**config.mk**
```make
export PLATFORM = sky130hd
export DESIGN_NAME = adder_bist_engine_flat
export DESIGN_NICKNAME = d
export VERILOG_FILES = /design/src/rtl/adder_bist_pkg.sv /design/src/rtl/adder_bist_engine_if.sv /design/src/rtl/adder_bist_ref.sv /design/src/rtl/adder_bist_engine.sv /design/src/flat_wrapper.sv
export SDC_FILE = /design/constraint.sdc
export NUM_CORES = 1
export LEC_CHECK = 0
export ABC_AREA = 1
export BUFFER_PORTS_ARGS = -buffer_cell sky130_fd_sc_hd__clkbuf_2
export CAP_MARGIN = 40
export CORE_MARGIN = 4
export CORE_UTILIZATION = 44
export DETAILED_ROUTE_END_ITERATION = 6
export PLACE_DENSITY = 0.67
export SYNTH_ARGS = -nofsm -noshare
export SYNTH_HDL_FRONTEND = slang
export SYNTH_SLANG_ARGS = --single-unit
```
**constraint.sdc**
```tcl
create_clock -name clk -period 4.5 [get_ports clk]
set_input_delay 0 -clock clk [delete_from_list [all_inputs] [get_ports clk]]
set_output_delay 0 -clock clk [all_outputs]
set_load 0.05 [all_outputs]
```
**src/rtl/adder_bist_pkg.sv**
```systemverilog
// adder_bist_pkg: FSM state encoding and width helpers shared by the adder BIST engine
package adder_bist_pkg;
  typedef enum logic [2:0] {IDLE, APPLY, WAIT, CHECK, DONE} bist_state_e;
  function automatic int tc_w(int n);
    return 2 * n + 1;
  endfunction
  function automatic int cnt_w(int settle);
    return settle > 1 ? $clog2(settle) : 1;
  endfunction
endpackage

```
**src/rtl/adder_bist_engine_if.sv**
```systemverilog
// adder_bist_engine_if: control/status and adder-under-test bus of the BIST engine
// master = engine (drives a, b, status; receives start, dut_s, dut_cout), slave = environment
interface adder_bist_engine_if
  import adder_bist_pkg::*;
#(
  parameter int N     = 8,
  parameter int ERR_W = 21
);
  logic                 start;
  logic [N-1:0]         a;
  logic [N-1:0]         b;
  logic [N-1:0]         dut_s;
  logic                 dut_cout;
  logic                 busy;
  logic                 done;
  logic                 pass;
  logic [tc_w(N)-1:0]   test_count;
  logic [ERR_W-1:0]     err_count;
  logic [N-1:0]         fail_a;
  logic [N-1:0]         fail_b;
  modport master(input start, dut_s, dut_cout,
                 output a, b, busy, done, pass, test_count, err_count, fail_a, fail_b);
  modport slave(output start, dut_s, dut_cout,
                input a, b, busy, done, pass, test_count, err_count, fail_a, fail_b);
endinterface

```
**src/rtl/adder_bist_ref.sv**
```systemverilog
// adder_bist_ref: golden reference adder, exp = a + b with carry as the MSB
// a, b: operands; exp: N+1 bit expected {cout,s}
module adder_bist_ref
  import adder_bist_pkg::*;
#(
  parameter int N = 8
) (
  input  logic [N-1:0] a,
  input  logic [N-1:0] b,
  output logic [N:0]   exp
);
  assign exp = {1'b0, a} + {1'b0, b};
endmodule

```
**src/rtl/adder_bist_engine.sv**
```systemverilog
// adder_bist_engine: walks every {a,b} pair through an N-bit adder, checks {cout,s}, counts errors
// clk, reset (async active-low); bus: start in, a/b out, dut_s/dut_cout in, busy/done/pass/test_count/err_count/fail_a/fail_b out
module adder_bist_engine
  import adder_bist_pkg::*;
#(
  parameter int N            = 8,
  parameter int SETTLE       = 4,
  parameter int ERR_W        = 21,
  parameter int STOP_ON_FAIL = 0
) (
  input logic clk,
  input logic reset,
  adder_bist_engine_if.master bus
);
  localparam int CW = cnt_w(SETTLE);
  bist_state_e state, state_n;
  logic [CW-1:0]    cnt, cnt_n;
  logic [2*N-1:0]   vec, vec_n, fv, fv_n;
  logic [2*N:0]     tc, tc_n;
  logic [ERR_W-1:0] err, err_n;
  logic busy, busy_n, done, done_n, pass, pass_n;
  logic [N:0] exp;
  logic miss, stop;
  adder_bist_ref #(.N(N)) u_ref (.a(vec[2*N-1:N]), .b(vec[N-1:0]), .exp(exp));
  // case-equality so that X/Z from the adder under test counts as a mismatch
  assign miss = {bus.dut_cout, bus.dut_s} !== exp;
  // the all-ones vector ends the run, so {a,b} never wraps
  assign stop = (&vec) || (miss && STOP_ON_FAIL != 0);
  always_comb begin
    state_n = state;
    cnt_n   = cnt;
    vec_n   = vec;
    tc_n    = tc;
    err_n   = err;
    fv_n    = fv;
    busy_n  = busy;
    done_n  = done;
    pass_n  = pass;
    case (state)
      IDLE, DONE: if (bus.start) begin
        state_n = APPLY;
        vec_n   = '0;
        tc_n    = '0;
        err_n   = '0;
        fv_n    = '0;
        busy_n  = 1'b1;
        done_n  = 1'b0;
        pass_n  = 1'b0;
      end
      APPLY: begin
        cnt_n   = CW'(SETTLE - 1);
        state_n = WAIT;
      end
      WAIT: begin
        state_n = cnt == '0 ? CHECK : WAIT;
        cnt_n   = cnt == '0 ? cnt : cnt - 1'b1;
      end
      CHECK: begin
        tc_n    = tc + 1'b1;
        err_n   = miss && !(&err) ? err + 1'b1 : err;
        fv_n    = miss && err == '0 ? vec : fv;
        state_n = stop ? DONE : APPLY;
        vec_n   = stop ? vec : vec + 1'b1;
        busy_n  = !stop;
        done_n  = stop;
        pass_n  = stop && err_n == '0;
      end
      default: state_n = IDLE;
    endcase
  end
  always_ff @(posedge clk or negedge reset)
    if (!reset) begin
      state <= IDLE;
      cnt   <= '0;
      vec   <= '0;
      tc    <= '0;
      err   <= '0;
      fv    <= '0;
      busy  <= 1'b0;
      done  <= 1'b0;
      pass  <= 1'b0;
    end else begin
      state <= state_n;
      cnt   <= cnt_n;
      vec   <= vec_n;
      tc    <= tc_n;
      err   <= err_n;
      fv    <= fv_n;
      busy  <= busy_n;
      done  <= done_n;
      pass  <= pass_n;
    end
  assign bus.a          = vec[2*N-1:N];
  assign bus.b          = vec[N-1:0];
  assign bus.busy       = busy;
  assign bus.done       = done;
  assign bus.pass       = pass;
  assign bus.test_count = tc;
  assign bus.err_count  = err;
  assign bus.fail_a     = fv[2*N-1:N];
  assign bus.fail_b     = fv[N-1:0];
endmodule

```
**src/flat_wrapper.sv**
```systemverilog
// flat-port wrapper written by rule: the top's interface ports become plain ports
module adder_bist_engine_flat import adder_bist_pkg::*;
#(
  parameter int N            = 8,
  parameter int SETTLE       = 4,
  parameter int ERR_W        = 21,
  parameter int STOP_ON_FAIL = 0
)
  (clk, reset, bus_start, bus_dut_s, bus_dut_cout, bus_a, bus_b, bus_busy, bus_done, bus_pass, bus_test_count, bus_err_count, bus_fail_a, bus_fail_b);
  adder_bist_engine_if #(.N(N), .ERR_W(ERR_W)) bus_i ();
  input logic clk;
  input logic reset;
  input wire logic [$bits(bus_i.start)-1:0] bus_start;
  input wire logic [$bits(bus_i.dut_s)-1:0] bus_dut_s;
  input wire logic [$bits(bus_i.dut_cout)-1:0] bus_dut_cout;
  output wire logic [$bits(bus_i.a)-1:0] bus_a;
  output wire logic [$bits(bus_i.b)-1:0] bus_b;
  output wire logic [$bits(bus_i.busy)-1:0] bus_busy;
  output wire logic [$bits(bus_i.done)-1:0] bus_done;
  output wire logic [$bits(bus_i.pass)-1:0] bus_pass;
  output wire logic [$bits(bus_i.test_count)-1:0] bus_test_count;
  output wire logic [$bits(bus_i.err_count)-1:0] bus_err_count;
  output wire logic [$bits(bus_i.fail_a)-1:0] bus_fail_a;
  output wire logic [$bits(bus_i.fail_b)-1:0] bus_fail_b;
  assign bus_i.start = bus_start;
  assign bus_i.dut_s = bus_dut_s;
  assign bus_i.dut_cout = bus_dut_cout;
  assign bus_a = bus_i.a;
  assign bus_b = bus_i.b;
  assign bus_busy = bus_i.busy;
  assign bus_done = bus_i.done;
  assign bus_pass = bus_i.pass;
  assign bus_test_count = bus_i.test_count;
  assign bus_err_count = bus_i.err_count;
  assign bus_fail_a = bus_i.fail_a;
  assign bus_fail_b = bus_i.fail_b;
  adder_bist_engine #(.N(N), .SETTLE(SETTLE), .ERR_W(ERR_W), .STOP_ON_FAIL(STOP_ON_FAIL)) u_core (.clk(clk), .reset(reset), .bus(bus_i));
endmodule
```
==> flow_summary.ini, run 1 <==
[layout]
drive_above_1_share_pct = 20.7
final_area_um2 = 5830
final_cell_mix = 146 x nand2_1, 84 x inv_1, 83 x clkbuf_2, 78 x dfrtp_1, 63 x nand3_1
diodes = 0
area_growth_pct = 17.5
mostFrequentLayoutCell = nand2_1
num-fill-cells = 1028
fin_nets = 760

[power_and_ir_drop]
power_switching_uw = 1040
pwr_density_cell_nw_per_um2 = 420
total_power_uw = 2450
clockPowerShare_pct = 30.6
intPower_uw = 1410
ir_drop_uv = 186
pwr-share-comb_pct = 34.8
swShare_pct = 42.4
p_seq_share_pct = 34.5
leakage_uw = 0.00283

[routing]
ant_nets = 0
dr_total_vias = 4688
drc = 9
via_per_inst = 5.33
drt-initial-drc-count = 393
routed_wl_um = 13500
drt-pass1-iter-count = 7
wl_per_cell_um = 15.4

[timing]
setup_viol = 0
fin_setup_tns_ps = 0
clock_skew_ps = 9.14
fin_crit_ps = 3040
relSlewSlack_pct = 59.6
clock.fmax_ghz = 0.329
tightest_slew_ps = 604
min_period_over_period_pct = 67.4
hold_violations = 0
fin_ws_ps = 1460
slew_viol_final = 0
rsz0062_at_grt = false

[logic_synthesis]
synth-main-ff-cell = dfrtp_1
synth_edf_count = 0
post-synth-top-area-cell = dfrtp_1
ys_seq_area_share_pct = 39.3
syn_area_um2 = 4960
ys_types = 50
syn-num-nets = 676
yosys.area.top_type_share_pct = 39.3
synth_seq_cells = 78
synth.avg_cell_area_um2 = 7.63
ys_async_sr_fraction_pct = 100
ys_warn_count = 0
syn_inst = 650
synth_area_leaders = dfrtp_1 39%, nand2_1 11%, nand3_1 6.4%

[cts]
cts_root_buf = clkbuf_16
holdBufCountCts = 2
cts_tree = done
clock-sinks = 78
cts-resized-gates = 0
numCtsBuffers = 9
cts_setup_buffers = 0
h-tree-depth = 3
cts_buffer_depth = 2
path_clk_slew_ps = 60
clk_latency_ps = 340

[critical_path]
startpoint_type = flip-flop
worstPathArrival_ps = 3310
crit_fanout = 25
crit_top_cell = nand2_1
end_kind = flip-flop
critical_path_class = reg -> reg
cp_slowest_cell = dfrtp_1
slowest_delay_ps = 440
crit_required_ps = 4780
path_cells = ha_1 -> fa_1 -> nand2_1 -> nand2_2 -> nand3_2 -> nand3_1 -> nand3_1 -> nand2_1 -> nor2_1 -> nand3_4 -> nand2_4 -> nand2_1 -> nand2_1 -> nand2_1 -> nor2_1 -> nand2_1 -> nor2_1 -> nand2_1 -> nand2_1

[status]
violations = DRC
status = complete, but fails checks

[floorplanning]
initial_utilization_pct = 45.4
core_area_um2 = 10900
die_h_um = 114
fp.dieW_um = 114
io_pins = 85
dieArea_um2 = 13000
rows = 38

[global_route]
globalRouteTotalUtil_pct = 21.5
grt_max_degree = 53
antenna_found_initial = 0
grt_pass1_wl_um = 22500
grt_pass1_vias = 4480
gr-total-overflow = 0

[job]
cap_violations = 0

[placement]
gp_congestion = 0.909
place_ws_ps = 1490
dp_hpwl_um = 10100
dpl_cell_area_um2 = 5510
portBuffers = 84

[hold_path]
min_path_type = in -> async
-- through the flow --
step / std cells / hold slack [ps] / util [%]
after detailed placement: 861 / -55.7 / 50.4
after global routing: 879 / 155 / 53.3
after global placement: 860 / 227 / 50.1
after CTS: 879 / 131 / 53.3
after floorplan: 650 / -296 / -
final: 879 / 127 / 53.3
-- sequential cells by signal, summed over array words and instances (netlist names) --
| name | cells |
|---|---|
| u_core.bus.err_count | 21 |
| u_core.vec | 16 |
| u_core.state | 3 |
| u_core.bus.busy | 1 |
| u_core.fv | 16 |
| u_core.bus.done | 1 |
| u_core.cnt | 2 |
| u_core.bus.test_count | 17 |
| u_core.bus.pass | 1 |
-- cells by family after synthesis --
| family | after synthesis | share of synthesized area, % |
|---|---|---|
| AOI/OAI and AO/OA | 96 | 10.8 |
| muxes | 2 | 0.403 |
| adders and majority gates | 14 | 3.68 |
| buffers and inverters | 109 | 9.03 |
| and+or+nand+nor | 333 | 33.6 |
| DFF | 78 | 39.3 |
| xor gates and xnor gates | 18 | 3.18 |
-- power by group through the flow --
stage	combinational, uW	clock, uW	sequential [uW]
after floorplan	465	0	1020
after detailed placement	855	0	859
after global placement	839	0	855
after CTS	860	759	846
final	853	749	846
after global routing	937	791	857
-- Yosys cell counts (9+ instances only) --
cell,instances
ha_1,13
nand2_1,146
a21oi_1,17
nand3_1,63
o22ai_1,11
xor2_1,16
dfrtp_1,78
inv_1,84
nor2_1,52
o21ai_1,10
nor3_1,15
o21ai_0,44
nand4_1,9
-- cell type report --
cell class / count / area [um^2] / area share [%]
clock buffer: 9 / 225 / 3.86
clock inverter: 7 / 80.1 / 1.37
inverter: 94 / 358 / 6.13
multi-input combinational: 463 / 2560 / 44.0
sequential: 78 / 1950 / 33.5
tap: 140 / 175 / 3.00
timing repair buffer: 88 / 478 / 8.19
-- per-layer routing --
layer | global-route usage, % | share of wire [%] | routed length, um
met5 | 0 | 0 | 0
met2 | 34.9 | 48 | 6480
met4 | 6.73 | 1.9 | 260
met1 | 29.1 | 44 | 5900
met3 | 3.96 | 6.4 | 867
-- critical path, delay by kind of cell (launching register included) --
kind	cells	cell delay, ps
and+or+nand+nor	17	1880
adders and majority gates	2	630
DFF	1	440
-- worst paths after layout --
kind	from	to	slack [ps]	depth (start not counted)
max reg2reg	u_core.vec[0]	u_core.bus.pass	1460	19
min	reset	u_core.bus.err_count[3]	130	2
max in group asynchronous	reset	u_core.fv[0]	3780	3
min in group clk	u_core.bus.done	u_core.bus.done	490	2
min reg2reg	u_core.bus.done	u_core.bus.done	490	2
max	u_core.vec[0]	u_core.bus.pass	1460	19
Power figures use the tool's default switching activity.
==> run 2: changes to the inputs <==
==> constraint.sdc (replaced) <==
create_clock -name clk -period 3 [get_ports clk]
set_input_delay 0 -clock clk [delete_from_list [all_inputs] [get_ports clk]]
set_output_delay 0 -clock clk [all_outputs]
set_load 0.05 [all_outputs]
==> flow_summary.ini, run 2 (synthesis gave the netlist of run 1 again) <==
[status]
status = finished clean

[cts]
clk_latency_ps = 340
cts_tree = done
numCtsBuffers = 9
clock-sinks = 78
path_clk_slew_ps = 60
cts_buffer_depth = 2
cts_root_buf = clkbuf_16
h-tree-depth = 3

[layout]
largest_reg_flops = 21
final_cell_mix = 143 x nand2_1, 84 x inv_1, 83 x clkbuf_2, 78 x dfrtp_1, 63 x nand3_1
final_area_um2 = 6000
drive_above_1_share_pct = 22.8
diodes = 0
fin_nets = 776
layoutNonFillerInstCount = 895
mostFrequentLayoutCell = nand2_1
area_growth_pct = 21.0

[routing]
routed_wl_um = 14300
ant_nets = 0
drt-pass1-iter-count = 5
dr_total_vias = 4800
wl_per_cell_um = 16.0
drc = 0
via_per_inst = 5.36
drt-initial-drc-count = 395

[critical_path]
cp_slowest_cell = fa_1
end_kind = flip-flop
startpoint_type = flip-flop
rr_worst_depth = 21
worstReg2RegEnd = u_core.bus.pass
rrSetupSlack_ps = 220
crit_end = u_core.bus.pass
slowest_delay_ps = 520
crit_fanout = 12
rr_startpoint = u_core.vec[8]
worstPathArrival_ps = 3070
crit_required_ps = 3290
setup.worst_path.start = u_core.vec[8]
path_cells = ha_2 -> fa_1 -> inv_1 -> nand2_1 -> nand2_1 -> nor2_1 -> nand2_1 -> nor2_1 -> nand3_1 -> nor2_2 -> nand3_4 -> clkbuf_16 -> nand2_2 -> nand2_2 -> nand2_2 -> nand2_1 -> nor2_1 -> nand2_1 -> nor2_1 -> nand2_1 -> nand2_1
critical_path_class = reg -> reg
crit_top_cell = nand2_1

[placement]
dp_hpwl_um = 10400
gp_congestion = 0.939
dp_cells = 871
portBuffers = 84
dpl_cell_area_um2 = 5580
place_ws_ps = 240

[floorplanning]
initial_utilization_pct = 45.4
io_pins = 85
die_h_um = 114
dieArea_um2 = 13000
fp.dieW_um = 114
rows = 38
core_area_um2 = 10900

[timing]
fin_ws_ps = 222
hold_violations = 0
clock.fmax_ghz = 0.360
min_period_over_period_pct = 92.6
tightest_slew_ps = 499
clock_skew_ps = 6.62
setup_viol = 0
holdWs_ps = 53.8
rsz0062_at_grt = true
fin_crit_ps = 2780
slew_viol_final = 0
relSlewSlack_pct = 66.5

[global_route]
antenna_found_initial = 0
grt_pass1_wl_um = 23300
gr-total-overflow = 0
grt_max_degree = 67
grt_pass1_vias = 4624
globalRouteTotalUtil_pct = 22.2

[power_and_ir_drop]
ir_drop_uv = 308
leakage_uw = 0.00293
pwr_density_cell_nw_per_um2 = 612

[job]
cap_violations = 0

[hold_path]
min_path_type = in -> async
-- run 2: worst min-delay path by stage --
stage / from / endpoint
finish: reset / u_core.bus.err_count[16]
global route: reset / u_core.bus.err_count[18]
CTS: reset / u_core.bus.err_count[16]
detailed placement: reset / u_core.bus.err_count[17]
global placement: reset / u_core.bus.err_count[19]
floorplan: reset / u_core.bus.busy
-- run 2: power by group --
part,switching [uW],total (uW),internal (uW),leakage [uW]
sequential,106,1260,1160,0.00107
clock,449,1080,626,0.000142
combinational,1000,1330,332,0.00172
-- run 2: final cells by class --
cell class                      count  area [um^2]
Timing Repair Buffer              104          646
Fill cell                        1025         4930
Inverter                           94          358
Tap cell                          140          175
Multi-Input combinational cell    463         2580
Sequential cell                    78         1950
Clock buffer                       13          270
Clock inverter                      3         17.5
-- run 2: repair_timing --
action                                  in CTS  in global routing
hold buffers                                 2                  0
endpoints found under the setup margin       0                  2
setup buffers                                0                  4
endpoints found under the hold margin       79                  0
resized for setup                            0                  8
-- run 2: per-stage QoR --
step / total power [uW] / util, % / TNS (ps)
floorplan: 2230 / - / 0
global placement: 2570 / 50.8 / 0
detailed placement: 2600 / 51.1 / 0
CTS: 3680 / 53.9 / 0
global route: 3880 / 54.9 / -13.1
finish: 3670 / 54.9 / 0
-- run 2: critical path: cells and delay by family, from the launching register on --
family	cells	cell delay (ps)
and+or+nand+nor	17	1360
adders and majority gates	2	720
DFF	1	390
buffers and inverters	2	260
-- run 2: routing by layer --
metal | GRT usage, % | share of wire (%)
met1 | 30.1 | 45
met4 | 5.94 | 1.3
met3 | 4.28 | 5.4
met2 | 36.6 | 48
met5 | 0 | 0
==> run 3: changes to the inputs <==
--- a/config.mk
+++ b/config.mk
@@ -12,6 +12,7 @@
 export CORE_UTILIZATION = 44
 export DETAILED_ROUTE_END_ITERATION = 6
 export PLACE_DENSITY = 0.67
+export RECOVER_POWER = 100
 export SYNTH_ARGS = -nofsm -noshare
 export SYNTH_HDL_FRONTEND = slang
 export SYNTH_SLANG_ARGS = --single-unit
==> flow_summary.ini, run 3 (synthesis gave the netlist of run 1 again) <==
[status]
status = complete, but fails checks
violations = capacitance limit, slew limit

[floorplanning]
fp.dieW_um = 114
initial_utilization_pct = 45.4
dieArea_um2 = 13000
core_area_um2 = 10900
rows = 38
io_pins = 85
die_h_um = 114

[timing]
rsz0062_at_grt = true
tightest_slew_ps = 1650
fin_crit_ps = 2790
clock.fmax_ghz = 0.358
setup_viol = 0
relSlewSlack_pct = -9.72
slew_viol_final = 67
fin_setup_tns_ps = 0
hold_violations = 0
min_period_over_period_pct = 93.0
clock_skew_ps = 6.24

[power_and_ir_drop]
leakage_uw = 0.00266
pwr_density_cell_nw_per_um2 = 619
total_power_uw = 3630
ir_drop_uv = 296

[routing]
routed_wl_um = 14300
drt-initial-drc-count = 408
via_per_inst = 5.37
drc = 0
drt-pass1-iter-count = 5
dr_total_vias = 4809
wl_per_cell_um = 16.0
ant_nets = 0

[critical_path]
worstPathArrival_ps = 3080
critical_path_class = reg -> reg
rr_worst_depth = 21
startpoint_type = flip-flop
crit_required_ps = 3290
crit_fanout = 12
end_kind = flip-flop

[global_route]
antenna_found_initial = 0
grt_pass1_vias = 4624
grt_max_degree = 67
grt_pass1_wl_um = 23300
globalRouteTotalUtil_pct = 22.2
gr-total-overflow = 0

[cts]
clk_latency_ps = 340
numCtsBuffers = 9
cts_root_buf = clkbuf_16
h-tree-depth = 3
cts_buffer_depth = 2
path_clk_slew_ps = 60
cts_tree = done
clock-sinks = 78

[placement]
dp_hpwl_um = 10400
gp_congestion = 0.939
portBuffers = 84
dp_cells = 871
dpl_cell_area_um2 = 5580

[hold_path]
min_path_type = in -> async

[job]
cap_violations = 1

[layout]
mostFrequentLayoutCell = nand2_1
largest_reg_flops = 21
drive_above_1_share_pct = 12.1
diodes = 0
final_area_um2 = 5860
fin_nets = 776
area_growth_pct = 18.1
layoutNonFillerInstCount = 895
final_cell_mix = 144 x nand2_1, 86 x inv_1, 78 x dfrtp_1, 75 x clkbuf_1, 64 x nand3_1
==> run 3: cell types whose count changed in the layout (fill, tap and decap cells not counted), sizes merged <==
cell    previous run  this run
buf               17        13
clkbuf            98       102
==> run 3: stage by stage <==
step	utilization (%)	hold WS (ps)	setup slack, ps
after floorplan	-	-296	183
after global placement	50.8	224	295
after detailed placement	51.1	-124	240
after CTS	53.9	54.1	226
after global routing	53.6	318	-13.1
final	53.6	259	210
==> run 3: critical path, cell delays in order (launching register included) <==
cell and delay [ps]:
dfrtp_1 390, ha_2 200, fa_1 520, inv_1 40
nand2_1 50, nand2_1 50, nor2_1 80, nand2_1 60
nor2_1 80, nand3_1 80, nor2_2 180, nand3_4 170
clkbuf_16 220, nand2_2 60, nand2_2 40, nand2_2 60
nand2_1 60, nor2_1 110, nand2_1 70, nor2_1 110
nand2_1 60, nand2_1 50
==> run 3: report_power, final <==
group          internal [uW]  switching (uW)
sequential              1160             107
combinational            299             994
clock                    626             443
total                   2080            1540
==> run 3: area by class of cell <==
cell class	instances	area [um^2]
fillers	1069	5070
repair buffers	104	526
well taps	140	175
clock buffers	13	270
multi-input cells	463	2560
inverters	94	358
flip-flops and latches	78	1950
clock inverters	3	17.5
==> run 3: final timing paths <==
kind | start | to | slack (ps)
setup / recovery | u_core.vec[8] | u_core.bus.pass | 210
hold / removal | reset | u_core.bus.err_count[16] | 260
setup reg to reg | u_core.vec[8] | u_core.bus.pass | 210
hold reg to reg | u_core.bus.test_count[16] | u_core.bus.test_count[16] | 490
max in group asynchronous | reset | u_core.fv[8] | 650
min in group clk | bus_start | u_core.state[2] | 490
==> run 3: repair_timing <==
action / in CTS / in global routing
endpoints found under the setup margin: 0 / 2
hold endpoints to repair: 79 / 0
buffers inserted: 0 / 4
resized for setup: 0 / 8
hold buffers: 2 / 0
==> run 3: layer usage <==
layer	GRT usage (%)	wire, um
met5	0	0
met4	5.94	174
met3	4.28	818
met2	36.6	6850
met1	30.1	6450
